**src/rtl/decode_queue_pkg.sv**
```systemverilog
// Shared widths, opcodes and the packed decoded-entry layout for the decode queue.
// Instruction word: op[27:24] rd[23:20] rs2[19:16] rs1_imm[15:0].
package decode_queue_pkg;
  localparam int INST_LEN      = 28;
  localparam int INST_SIZE_LOG = 4;
  localparam int MEMI_SIZE_LOG = 8;
  localparam int REG_LEN       = 16;
  localparam int RF_SIZE_LOG   = 4;

  localparam logic [INST_SIZE_LOG-1:0] INST_OP_LI  = 4'd0;
  localparam logic [INST_SIZE_LOG-1:0] INST_OP_ADD = 4'd1;
  localparam logic [INST_SIZE_LOG-1:0] INST_OP_MUL = 4'd2;
  localparam logic [INST_SIZE_LOG-1:0] INST_OP_LD  = 4'd3;
  localparam logic [INST_SIZE_LOG-1:0] INST_OP_ST  = 4'd4;
  localparam logic [INST_SIZE_LOG-1:0] INST_OP_BR  = 4'd5;

  typedef struct packed {
    logic [MEMI_SIZE_LOG-1:0] pc;
    logic [INST_SIZE_LOG-1:0] opcode;
    logic                     rs1_used;
    logic                     rs2_used;
    logic [REG_LEN-1:0]       rs1_imm;
    logic [RF_SIZE_LOG-1:0]   rs1;
    logic [RF_SIZE_LOG-1:0]   rs2;
    logic [MEMI_SIZE_LOG-1:0] br_offset;
    logic                     wen;
    logic                     rd_data_use_execute;
    logic [RF_SIZE_LOG-1:0]   rd;
    logic                     mem_valid;
    logic                     mem_rdwt;
    logic                     is_br;
    logic                     illegal;
  } dq_entry_t;

  localparam int DQ_ENTRY_LEN = $bits(dq_entry_t);
endpackage

```
**src/rtl/decode_queue_if.sv**
```systemverilog
// Fetch-side and issue-side handshake bundle of the decode queue.
interface decode_queue_if #(parameter int DEPTH = 4);
  import decode_queue_pkg::*;
  localparam int CNT_W = $clog2(DEPTH + 1);

  logic                     in_valid, in_ready, flush;
  logic [INST_LEN-1:0]      in_inst;
  logic [MEMI_SIZE_LOG-1:0] in_pc;
  logic                     out_valid, out_ready;
  logic [MEMI_SIZE_LOG-1:0] out_pc, out_rs1_br_offset;
  logic [INST_SIZE_LOG-1:0] out_opcode;
  logic                     out_rs1_used, out_rs2_used;
  logic [REG_LEN-1:0]       out_rs1_imm;
  logic [RF_SIZE_LOG-1:0]   out_rs1, out_rs2, out_rd;
  logic                     out_wen, out_rd_data_use_execute;
  logic                     out_mem_valid, out_mem_rdwt, out_is_br, out_illegal;
  logic [CNT_W-1:0]         count;

  modport master (
    output in_valid, in_inst, in_pc, flush, out_ready,
    input  in_ready, out_valid, out_pc, out_opcode, out_rs1_used, out_rs2_used,
           out_rs1_imm, out_rs1, out_rs2, out_rs1_br_offset, out_wen,
           out_rd_data_use_execute, out_rd, out_mem_valid, out_mem_rdwt,
           out_is_br, out_illegal, count
  );
  modport slave (
    input  in_valid, in_inst, in_pc, flush, out_ready,
    output in_ready, out_valid, out_pc, out_opcode, out_rs1_used, out_rs2_used,
           out_rs1_imm, out_rs1, out_rs2, out_rs1_br_offset, out_wen,
           out_rd_data_use_execute, out_rd, out_mem_valid, out_mem_rdwt,
           out_is_br, out_illegal, count
  );
endinterface

```
**src/rtl/decode_queue_inst_field_dec.sv**
```systemverilog
// Combinational raw-instruction to decoded-entry decoder with illegal-opcode flag.
module inst_field_dec
  import decode_queue_pkg::*;
(
  input  logic [INST_LEN-1:0]      inst_i,
  input  logic [MEMI_SIZE_LOG-1:0] pc_i,
  output dq_entry_t                entry_o
);
  always_comb begin
    entry_o           = '0;
    entry_o.pc        = pc_i;
    entry_o.opcode    = inst_i[27:24];
    entry_o.rd        = inst_i[23:20];
    entry_o.rs2       = inst_i[19:16];
    entry_o.rs1_imm   = inst_i[15:0];
    entry_o.rs1       = inst_i[3:0];
    entry_o.br_offset = inst_i[7:0];
    case (inst_i[27:24])
      INST_OP_LI:  begin entry_o.wen = 1'b1; entry_o.rd_data_use_execute = 1'b1; end
      INST_OP_ADD, INST_OP_MUL: begin
        entry_o.rs1_used = 1'b1; entry_o.rs2_used = 1'b1;
        entry_o.wen = 1'b1; entry_o.rd_data_use_execute = 1'b1;
      end
      INST_OP_LD: begin
        entry_o.rs1_used = 1'b1; entry_o.wen = 1'b1;
        entry_o.mem_valid = 1'b1; entry_o.mem_rdwt = 1'b1;
      end
      INST_OP_ST: begin
        entry_o.rs1_used = 1'b1; entry_o.rs2_used = 1'b1; entry_o.mem_valid = 1'b1;
      end
      INST_OP_BR:  begin entry_o.rs2_used = 1'b1; entry_o.is_br = 1'b1; end
      // Unknown encodings keep their raw fields but assert no side effects.
      default:     entry_o.illegal = 1'b1;
    endcase
  end
endmodule

```
**src/rtl/decode_queue.sv**
```systemverilog
// Registered decode stage: decode on enqueue into a circular FIFO, issue via valid/ready.
// Optional same-cycle bypass on an empty queue: DECODE_QUEUE_BYPASS_EN.
module decode_queue
  import decode_queue_pkg::*;
#(
  parameter int DEPTH = 4
) (
  input logic           clk,
  input logic           rst,
  decode_queue_if.slave bus
);
  localparam int PTR_W = $clog2(DEPTH);
  localparam int CNT_W = $clog2(DEPTH + 1);

  dq_entry_t        mem_q [DEPTH];
  logic [PTR_W-1:0] head_q, head_d, tail_q, tail_d;
  logic [CNT_W-1:0] count_q, count_d;
  dq_entry_t        dec_entry, head_entry;
  logic             byp, enq, deq, out_vld;

  inst_field_dec u_dec (.inst_i(bus.in_inst), .pc_i(bus.in_pc), .entry_o(dec_entry));

  assign bus.in_ready = (count_q != CNT_W'(DEPTH));
`ifdef DECODE_QUEUE_BYPASS_EN
  assign byp = (count_q == '0) && bus.in_valid && !bus.flush;
`else
  assign byp = 1'b0;
`endif
  assign out_vld = (count_q != '0) || byp;
  assign deq     = (count_q != '0) && bus.out_ready;
  // A bypassed instruction taken by issue this cycle never lands in storage.
  assign enq     = bus.in_valid && bus.in_ready && !(byp && bus.out_ready);

  always_comb begin
    head_entry = '0;
    if (byp)                 head_entry = dec_entry;
    else if (count_q != '0)  head_entry = mem_q[head_q];
  end

  always_comb begin
    head_d  = head_q;
    tail_d  = tail_q;
    count_d = count_q;
    if (enq) tail_d = tail_q + PTR_W'(1);
    if (deq) head_d = head_q + PTR_W'(1);
    case ({enq, deq})
      2'b10:   count_d = count_q + CNT_W'(1);
      2'b01:   count_d = count_q - CNT_W'(1);
      default: count_d = count_q;
    endcase
  end

  always_ff @(posedge clk) begin
    if (rst || bus.flush) begin
      head_q  <= '0;
      tail_q  <= '0;
      count_q <= '0;
    end else begin
      head_q  <= head_d;
      tail_q  <= tail_d;
      count_q <= count_d;
    end
  end

  always_ff @(posedge clk) begin
    if (enq && !bus.flush && !rst) mem_q[tail_q] <= dec_entry;
  end

  assign bus.out_valid               = out_vld;
  assign bus.out_pc                  = head_entry.pc;
  assign bus.out_opcode              = head_entry.opcode;
  assign bus.out_rs1_used            = head_entry.rs1_used;
  assign bus.out_rs2_used            = head_entry.rs2_used;
  assign bus.out_rs1_imm             = head_entry.rs1_imm;
  assign bus.out_rs1                 = head_entry.rs1;
  assign bus.out_rs2                 = head_entry.rs2;
  assign bus.out_rs1_br_offset       = head_entry.br_offset;
  assign bus.out_wen                 = head_entry.wen;
  assign bus.out_rd_data_use_execute = head_entry.rd_data_use_execute;
  assign bus.out_rd                  = head_entry.rd;
  assign bus.out_mem_valid           = head_entry.mem_valid;
  assign bus.out_mem_rdwt            = head_entry.mem_rdwt;
  assign bus.out_is_br               = head_entry.is_br;
  assign bus.out_illegal             = head_entry.illegal;
  assign bus.count                   = count_q;
endmodule

```
**src/flat_wrapper.sv**
```systemverilog
// flat-port wrapper written by rule: the top's interface ports become plain ports
module decode_queue_flat import decode_queue_pkg::*;
#(
  parameter int DEPTH = 4
)
  (clk, rst, bus_in_valid, bus_in_inst, bus_in_pc, bus_flush, bus_out_ready, bus_in_ready, bus_out_valid, bus_out_pc, bus_out_opcode, bus_out_rs1_used, bus_out_rs2_used, bus_out_rs1_imm, bus_out_rs1, bus_out_rs2, bus_out_rs1_br_offset, bus_out_wen, bus_out_rd_data_use_execute, bus_out_rd, bus_out_mem_valid, bus_out_mem_rdwt, bus_out_is_br, bus_out_illegal, bus_count);
  decode_queue_if #(.DEPTH(DEPTH)) bus_i ();
  input logic clk;
  input logic rst;
  input wire logic [$bits(bus_i.in_valid)-1:0] bus_in_valid;
  input wire logic [$bits(bus_i.in_inst)-1:0] bus_in_inst;
  input wire logic [$bits(bus_i.in_pc)-1:0] bus_in_pc;
  input wire logic [$bits(bus_i.flush)-1:0] bus_flush;
  input wire logic [$bits(bus_i.out_ready)-1:0] bus_out_ready;
  output wire logic [$bits(bus_i.in_ready)-1:0] bus_in_ready;
  output wire logic [$bits(bus_i.out_valid)-1:0] bus_out_valid;
  output wire logic [$bits(bus_i.out_pc)-1:0] bus_out_pc;
  output wire logic [$bits(bus_i.out_opcode)-1:0] bus_out_opcode;
  output wire logic [$bits(bus_i.out_rs1_used)-1:0] bus_out_rs1_used;
  output wire logic [$bits(bus_i.out_rs2_used)-1:0] bus_out_rs2_used;
  output wire logic [$bits(bus_i.out_rs1_imm)-1:0] bus_out_rs1_imm;
  output wire logic [$bits(bus_i.out_rs1)-1:0] bus_out_rs1;
  output wire logic [$bits(bus_i.out_rs2)-1:0] bus_out_rs2;
  output wire logic [$bits(bus_i.out_rs1_br_offset)-1:0] bus_out_rs1_br_offset;
  output wire logic [$bits(bus_i.out_wen)-1:0] bus_out_wen;
  output wire logic [$bits(bus_i.out_rd_data_use_execute)-1:0] bus_out_rd_data_use_execute;
  output wire logic [$bits(bus_i.out_rd)-1:0] bus_out_rd;
  output wire logic [$bits(bus_i.out_mem_valid)-1:0] bus_out_mem_valid;
  output wire logic [$bits(bus_i.out_mem_rdwt)-1:0] bus_out_mem_rdwt;
  output wire logic [$bits(bus_i.out_is_br)-1:0] bus_out_is_br;
  output wire logic [$bits(bus_i.out_illegal)-1:0] bus_out_illegal;
  output wire logic [$bits(bus_i.count)-1:0] bus_count;
  assign bus_i.in_valid = bus_in_valid;
  assign bus_i.in_inst = bus_in_inst;
  assign bus_i.in_pc = bus_in_pc;
  assign bus_i.flush = bus_flush;
  assign bus_i.out_ready = bus_out_ready;
  assign bus_in_ready = bus_i.in_ready;
  assign bus_out_valid = bus_i.out_valid;
  assign bus_out_pc = bus_i.out_pc;
  assign bus_out_opcode = bus_i.out_opcode;
  assign bus_out_rs1_used = bus_i.out_rs1_used;
  assign bus_out_rs2_used = bus_i.out_rs2_used;
  assign bus_out_rs1_imm = bus_i.out_rs1_imm;
  assign bus_out_rs1 = bus_i.out_rs1;
  assign bus_out_rs2 = bus_i.out_rs2;
  assign bus_out_rs1_br_offset = bus_i.out_rs1_br_offset;
  assign bus_out_wen = bus_i.out_wen;
  assign bus_out_rd_data_use_execute = bus_i.out_rd_data_use_execute;
  assign bus_out_rd = bus_i.out_rd;
  assign bus_out_mem_valid = bus_i.out_mem_valid;
  assign bus_out_mem_rdwt = bus_i.out_mem_rdwt;
  assign bus_out_is_br = bus_i.out_is_br;
  assign bus_out_illegal = bus_i.out_illegal;
  assign bus_count = bus_i.count;
  decode_queue #(.DEPTH(DEPTH)) u_core (.clk(clk), .rst(rst), .bus(bus_i));
endmodule
```
**config.mk**
```make
export PLATFORM = sky130hd
export DESIGN_NAME = decode_queue_flat
export DESIGN_NICKNAME = d
export VERILOG_FILES = /design/src/rtl/decode_queue_pkg.sv /design/src/rtl/decode_queue_if.sv /design/src/rtl/decode_queue_inst_field_dec.sv /design/src/rtl/decode_queue.sv /design/src/flat_wrapper.sv
export SDC_FILE = /design/constraint.sdc
export NUM_CORES = 1
export LEC_CHECK = 0
export CORE_ASPECT_RATIO = 1.1
export CORE_UTILIZATION = 57
export DETAILED_ROUTE_END_ITERATION = 12
export PLACE_DENSITY = 0.8
export SYNTH_ARGS = -nofsm -noshare
export SYNTH_HDL_FRONTEND = slang
export SYNTH_HIERARCHICAL = 1
export SYNTH_SLANG_ARGS = --single-unit
```
**constraint.sdc**
```tcl
create_clock -name clk -period 3.9 [get_ports clk]
set_input_delay 1.17 -clock clk [delete_from_list [all_inputs] [get_ports clk]]
set_output_delay 1.17 -clock clk [all_outputs]
set_load 0.01 [all_outputs]
```
==> results_dict.tcl, run 1 <==
set metrics [dict create \
    crit_fanout 30 \
    avgRoutedWirePerCell_microns 22.0 \
    syn_area_sq_um 9410 \
    crit_slowest_cell "mux4_2" \
    multi_input_area_sq_um 1990 \
    via_per_inst 5.67 \
    gp_congestion 0.768 \
    antenna_found_initial 0 \
    cts_resized 0 \
    die_w_microns 124 \
    final_antenna_net_count 0 \
    finalHoldViolCount 0 \
    cts_setup_buffers 0 \
    hold_buffers 0 \
    dp_slack_ps 554 \
    route.detailed.drc 0 \
    die_h_microns 137 \
    syn_inst 472 \
    place_area_sq_um 10400 \
    synth_nets 519 \
    post-place-cells 719 \
    yosysWarnings 6 \
    grt_pass1_vias 4738 \
    synth_mux_area_share_pct 13.5 \
    p_per_area_nw_per_um2 497 \
    cp_data_arrival_time_ps 2560 \
    hold_slack_ps 489 \
    drtIter0Drc 349 \
    dr.pass1.iters 5 \
    synth_top_family_by_area "multiplexers" \
    critPathKind "reg -> out" \
    layout-drive-gt1-share_pct 21.7 \
    ys_seq_area_share_pct 73.4 \
    cap_violations 0 \
    grt_max_degree 62 \
    synthToLayoutAreaGrowth_pct 20.3 \
    ys_types 34 \
    die_area_sq_um 17000 \
    synth_top_cell_area_share_pct 71.5 \
    clock-sinks 233 \
    power_mw 5.62 \
    worst_slew_pin_slew_ps 560 \
    synthAdderAreaFrac_pct 0.878 \
    min_path_cells 2 \
    final_net_count 592 \
    grt.overflow.total 0 \
    nFillCells 954 \
    core_sq_um 15900 \
    crit_path_cell_trace "buf_12 > mux4_2 > nor2b_1 > clkdlybuf4s50_1" \
    cts_buffer_depth 3 \
    yosysTopAreaCell "edfxtp_1" \
    slew_violations 0 \
    cts_root_buffer "clkbuf_16" \
    fin_skew_ps 8.37 \
    status "finished clean" \
    grt.total_usage_pct 20.7 \
    regArea_sq_um 6910 \
    synthTopCellsByArea "edfxtp_1 71%, mux4_2 13%, buf_4 3.8%" \
    fmax_mhz 268 \
    rows 48 \
    synth_xor_area_share_pct 0.186 \
    fin_crit_sh_pct 95.5 \
    finalSetupViolations 0 \
    cts_made_buffers 24 \
    crit_path_start_kind "flop" \
    peakVddDrop_mv 0.465 \
    syn_area_per_cell_sq_um 19.9 \
    end_kind "primary output" \
    grt_pass1_wl_mm 26.6 \
    cp_top_family "buffers and inverters" \
    clock_latency_ps 500 \
    rsz0062_at_grt "false" \
    cp.required_ps 2730 \
    via_count 4322 \
    start_util_pct 59.1 \
    n_antenna_cell 0 \
    port_buffers 101 \
    cts_max_level 1 \
    hold_class "reg -> reg" \
    worst-path-buf-inv 2 \
    crit_cells 4 \
    max_stage_delay_ps 550 \
    maxSlewHeadroom_pct 62.7 \
    reg2reg_depth 9 \
    post-dp-hpwl_mm 9.60 \
    setup-tns-final_ps 0 \
    ioPinCount 102 \
    fin_crit_ps 3730 \
    yosys.area_share.simple_pct 5.63 \
    final_util_pct 71.1 \
    clkTransAtPathRegs_ps 60 \
    fin_ws_ps 174 \
    ys_ff_latch 233 \
    routed_wl_mm 16.8 \
    fin_cells 762 \
    cts_tree "done" \
    synth-compound-area-share_pct 0.825 \
    design_area_sq_um 11300 \
    p_leak_nw 3.59 \
]
-- final cells by class --
cell class | count | share of cell area (%)
clock buffer | 27 | 5.60
sequential | 233 | 61.1
timing repair buffer | 115 | 11.0
multi-input combinational | 163 | 17.6
tap | 200 | 2.21
clock inverter | 16 | 2.29
inverter | 8 | 0.265
-- synthesized netlist by cell type --
cell type,count
a21o_1,1
a21oi_1,4
and2_4,1
and2b_1,1
and3_1,4
and4bb_2,1
buf_2,7
buf_4,48
buf_6,6
clkbuf_1,6
clkbuf_4,1
dfxtp_1,9
edfxtp_1,224
fa_1,1
ha_1,5
inv_1,8
mux2i_1,1
mux4_2,56
nand2_1,5
nand4_1,1
nor2_1,6
nor2b_1,56
nor3_1,2
nor3_2,1
o21a_1,1
o21ai_0,6
o31ai_2,1
or2_0,1
or2_2,1
or3_1,1
or3_2,1
or3b_4,1
or4b_1,2
xor2_1,2
-- sequential cells by signal (all words and copies together), names as in the netlist, named ones only --
name,flops
u_core/mem_q,224
u_core/bus.count,3
u_core/head_q,2
u_core/tail_q,2
-- routing by layer --
metal | track usage (%) | share of wire [%] | vias up
met1 | 29.2 | 42 | 2216
met4 | 5.56 | 1.4 | 0
li1 | - | - | 1943
met3 | 3.48 | 5.7 | 20
met2 | 34.1 | 51 | 143
met5 | 0 | 0 | -
-- tightest hold or removal path, delay by kind of cell, from the launching register on --
kind | cells | cell delay (ps)
AOI/OAI and AO/OA | 2 | 130
DFF | 1 | 300
-- final timing paths --
path | endpoint | slack (ps) | startpoint
min | flop | 490 | u_core/head_q[1]
min reg2reg | flop | 490 | u_core/head_q[1]
max | bus_out_rs1[1] | 170 | flop
max reg2reg | u_core/bus.count[2] | 1310 | u_core/bus.count[2]
-- where the power goes --
part	total [mW]	switching, mW	internal [mW]
clock	2.54	0.909	1.63
combinational	0.304	0.145	0.160
sequential	2.78	0.0117	2.77
total	5.62	1.07	4.56
-- kinds of logic (layout without fill, tap and decap cells) --
logic type	Yosys count	in the layout
fa+ha+maj	6	6
xor+xnor	2	2
simple gates	85	85
compound gates	13	13
mux	57	57
flops	233	233
buf+inv	76	166
-- cell usage in the layout (no fill, tap or decap), types with 2 or more instances in the layout --
| cell type | instances |
|---|---|
| nor3_1 | 2 |
| ha_1 | 5 |
| buf_12 | 10 |
| clkbuf_16 | 25 |
| edfxtp_1 | 224 |
| nor2b_1 | 56 |
| xor2_1 | 2 |
| bufinv_16 | 7 |
| mux4_2 | 56 |
| nand2_1 | 5 |
| dfxtp_1 | 7 |
| buf_4 | 4 |
| inv_1 | 8 |
| clkbuf_1 | 2 |
| a21oi_1 | 4 |
| o21ai_0 | 6 |
| clkinv_1 | 2 |
| and3_2 | 4 |
| clkdlybuf4s50_1 | 101 |
| nor2_1 | 6 |
| clkinv_2 | 5 |
| or4b_1 | 2 |
No activity file was read; power rests on OpenSTA's default activity.
==> run 2, diff against run 1 <==
CORE_UTILIZATION = 30   (was 57)
PLACE_DENSITY = unset   (was 0.8)
clock period = 4 ns   (was 3.9 ns; I/O delays follow)
==> run 2 against run 1 <==
  * Wire length increased by 5.3%
  * Die area rose by 88%
  * Non-clock buffer count down 6
  * Worst hold slack improved by 2.4 ps
  * Count of clock-buffer cells in the layout grew 5
  * Clock power decreased by 18%
  * Clock skew up 1.8 ps
  * Power is 9.6% lower
  * First-iteration DRC count shrank 29%
  * Critical endpoint is now bus_out_rs1_br_offset[6]
  * Largest cell class unchanged
  * Largest power group unchanged
==> results_dict.tcl, run 2 (synthesized netlist as in run 1, its figures left out) <==
set metrics [dict create \
    gp_congestion 0.676 \
    die_area_sq_um 32100 \
    met2_usage_pct 19.6 \
    r2r_slack_ps 1490 \
    crit_slowest_cell "mux4_2" \
    p_leak_nw 3.47 \
    ioPinCount 102 \
    reg2reg_depth 9 \
    critPathCapture "bus_out_rs1_br_offset[6]" \
    via_per_inst 4.50 \
    r2r-start "u_core/bus.count[2]" \
    crit_path_start_kind "flop" \
    max_stage_delay_ps 560 \
    route.detailed.drc 0 \
    worst_slew_pin_slew_ps 549 \
    final_net_count 587 \
    peakVddDrop_mv 0.298 \
    cts_setup_buffers 0 \
    finalSetupViolations 0 \
    n_antenna_cell 0 \
    rsz0062_at_grt "false" \
    status "finished clean" \
    setup-tns-final_ps 0 \
    avgRoutedWirePerCell_microns 18.2 \
    grt_pass1_wl_mm 27.7 \
    grt_busiest_layer "met2" \
    cp.required_ps 2800 \
    fin_crit_sh_pct 94.9 \
    crit_path_cell_trace "buf_12 > mux4_2 > nor2b_1 > clkdlybuf4s50_1" \
    fin_cells 971 \
    core_sq_um 30700 \
    p_per_area_nw_per_um2 447 \
    place_area_sq_um 10600 \
    port_buffers 101 \
    grt_use_met1_pct 14.1 \
    synthToLayoutAreaGrowth_pct 20.9 \
    dr.pass1.iters 4 \
    die_h_microns 188 \
    min_from "u_core/head_q[1]" \
    slew_violations 0 \
    fmax_mhz 264 \
    fin_crit_ps 3790 \
    clock-sinks 233 \
    layout-drive-gt1-share_pct 19.9 \
    critPathKind "reg -> out" \
    clock_latency_ps 500 \
    grt.overflow.total 0 \
    hold_class "reg -> reg" \
    routed_wl_mm 17.7 \
    antenna_found_initial 1 \
    grt_pass1_vias 4778 \
    post-place-cells 927 \
    cts_buffer_depth 3 \
    die_w_microns 171 \
    layout_common_cells "224 x edfxtp_1, 101 x clkdlybuf4s50_1, 56 x nor2b_1, 56 x mux4_2, 25 x clkbuf_16" \
    start_util_pct 30.7 \
    regToRegEndpoint "u_core/bus.count[2]" \
    grt_use_met3_pct 2.79 \
    cts_max_level 1 \
    cts_root_buffer "clkbuf_16" \
    drtIter0Drc 249 \
    rows 67 \
    crit_fanout 27 \
    post-dp-hpwl_mm 10.0 \
    cap_violations 0 \
    cts_tree "done" \
    via_count 4367 \
    fin_skew_ps 10.2 \
    final_antenna_net_count 0 \
    final_common_cell "edfxtp_1" \
    maxSlewHeadroom_pct 63.3 \
    cts_made_buffers 25 \
    grt_max_degree 62 \
    finalHoldViolCount 0 \
    largest_register_ff_count 224 \
    grt.total_usage_pct 11.3 \
    clkTransAtPathRegs_ps 60 \
    design_area_sq_um 11400 \
    power_mw 5.08 \
    top_register "u_core/mem_q" \
    cp_data_arrival_time_ps 2590 \
    end_kind "primary output" \
]
-- run 2: changes by cell type in the layout (fill, tap and decap cells not counted), moves of 2 or more --
| cell | change |
|---|---|
| clkinv_1 | +3 |
| bufinv_16 | -7 |
| buf_4 | -4 |
| clkbuf_8 | +2 |
| buf_12 | -3 |
| clkinv_4 | +2 |
| clkbuf_1 | +3 |
| and3_4 | +4 |
| clkinv_2 | -2 |
| and3_2 | -4 |
-- run 2: final cells by class --
cell class / instances / area (sq um)
Clock buffer: 32 / 672
Sequential cell: 233 / 6910
Tap cell: 414 / 518
Clock inverter: 12 / 68.8
Inverter: 8 / 30.0
Timing Repair Buffer: 109 / 1160
Fill cell: 2878 / 19300
Multi-Input combinational cell: 163 / 2000
-- run 2: per-stage QoR --
step | utilization [%] | worst slack (ps) | hold WS (ps)
after floorplan | - | 685 | 459
after global placement | 34.6 | 657 | 468
after detailed placement | 34.6 | 615 | 483
after CTS | 37.0 | 49.4 | 494
after global routing | 37.1 | 29.1 | 535
final | 37.1 | 206 | 491
-- run 2: worst min path at each step --
stage	end	slack, ps	cells after the start
floorplan	flop	460	2
global placement	flop	470	2
detailed placement	flop	480	2
CTS	flop	490	2
global route	u_core/tail_q[0]	530	2
finish	flop	490	2
-- run 2: worst max-delay path, delay by kind of cell (launching register included) --
| kind | cells | cell delay [ps] |
|---|---|---|
| buffers and inverters | 2 | 790 |
| muxes | 1 | 560 |
| DFF | 1 | 550 |
| and+or+nand+nor | 1 | 150 |
-- run 2: report_power, final --
group          leakage (nW)  total, mW  internal [mW]  switching (mW)
Clock                 0.365       2.08           1.19           0.889
Sequential             2.11       2.71           2.70          0.0101
Combinational         0.992      0.299          0.156           0.143
-- run 2: repair_timing --
item | 4_1_cts | 5_1_grt
hold buffers | 0 | 0
endpoints found under the setup margin | 0 | 3
gates resized for setup | 0 | 1
-- run 2: metal layers --
| metal | wire length [microns] | vias to the layer above |
|---|---|---|
| met5 | 17 | - |
| met3 | 1060 | 23 |
| met2 | 9070 | 102 |
| met4 | 247 | 2 |
| met1 | 7260 | 2308 |
| li1 | - | 1932 |
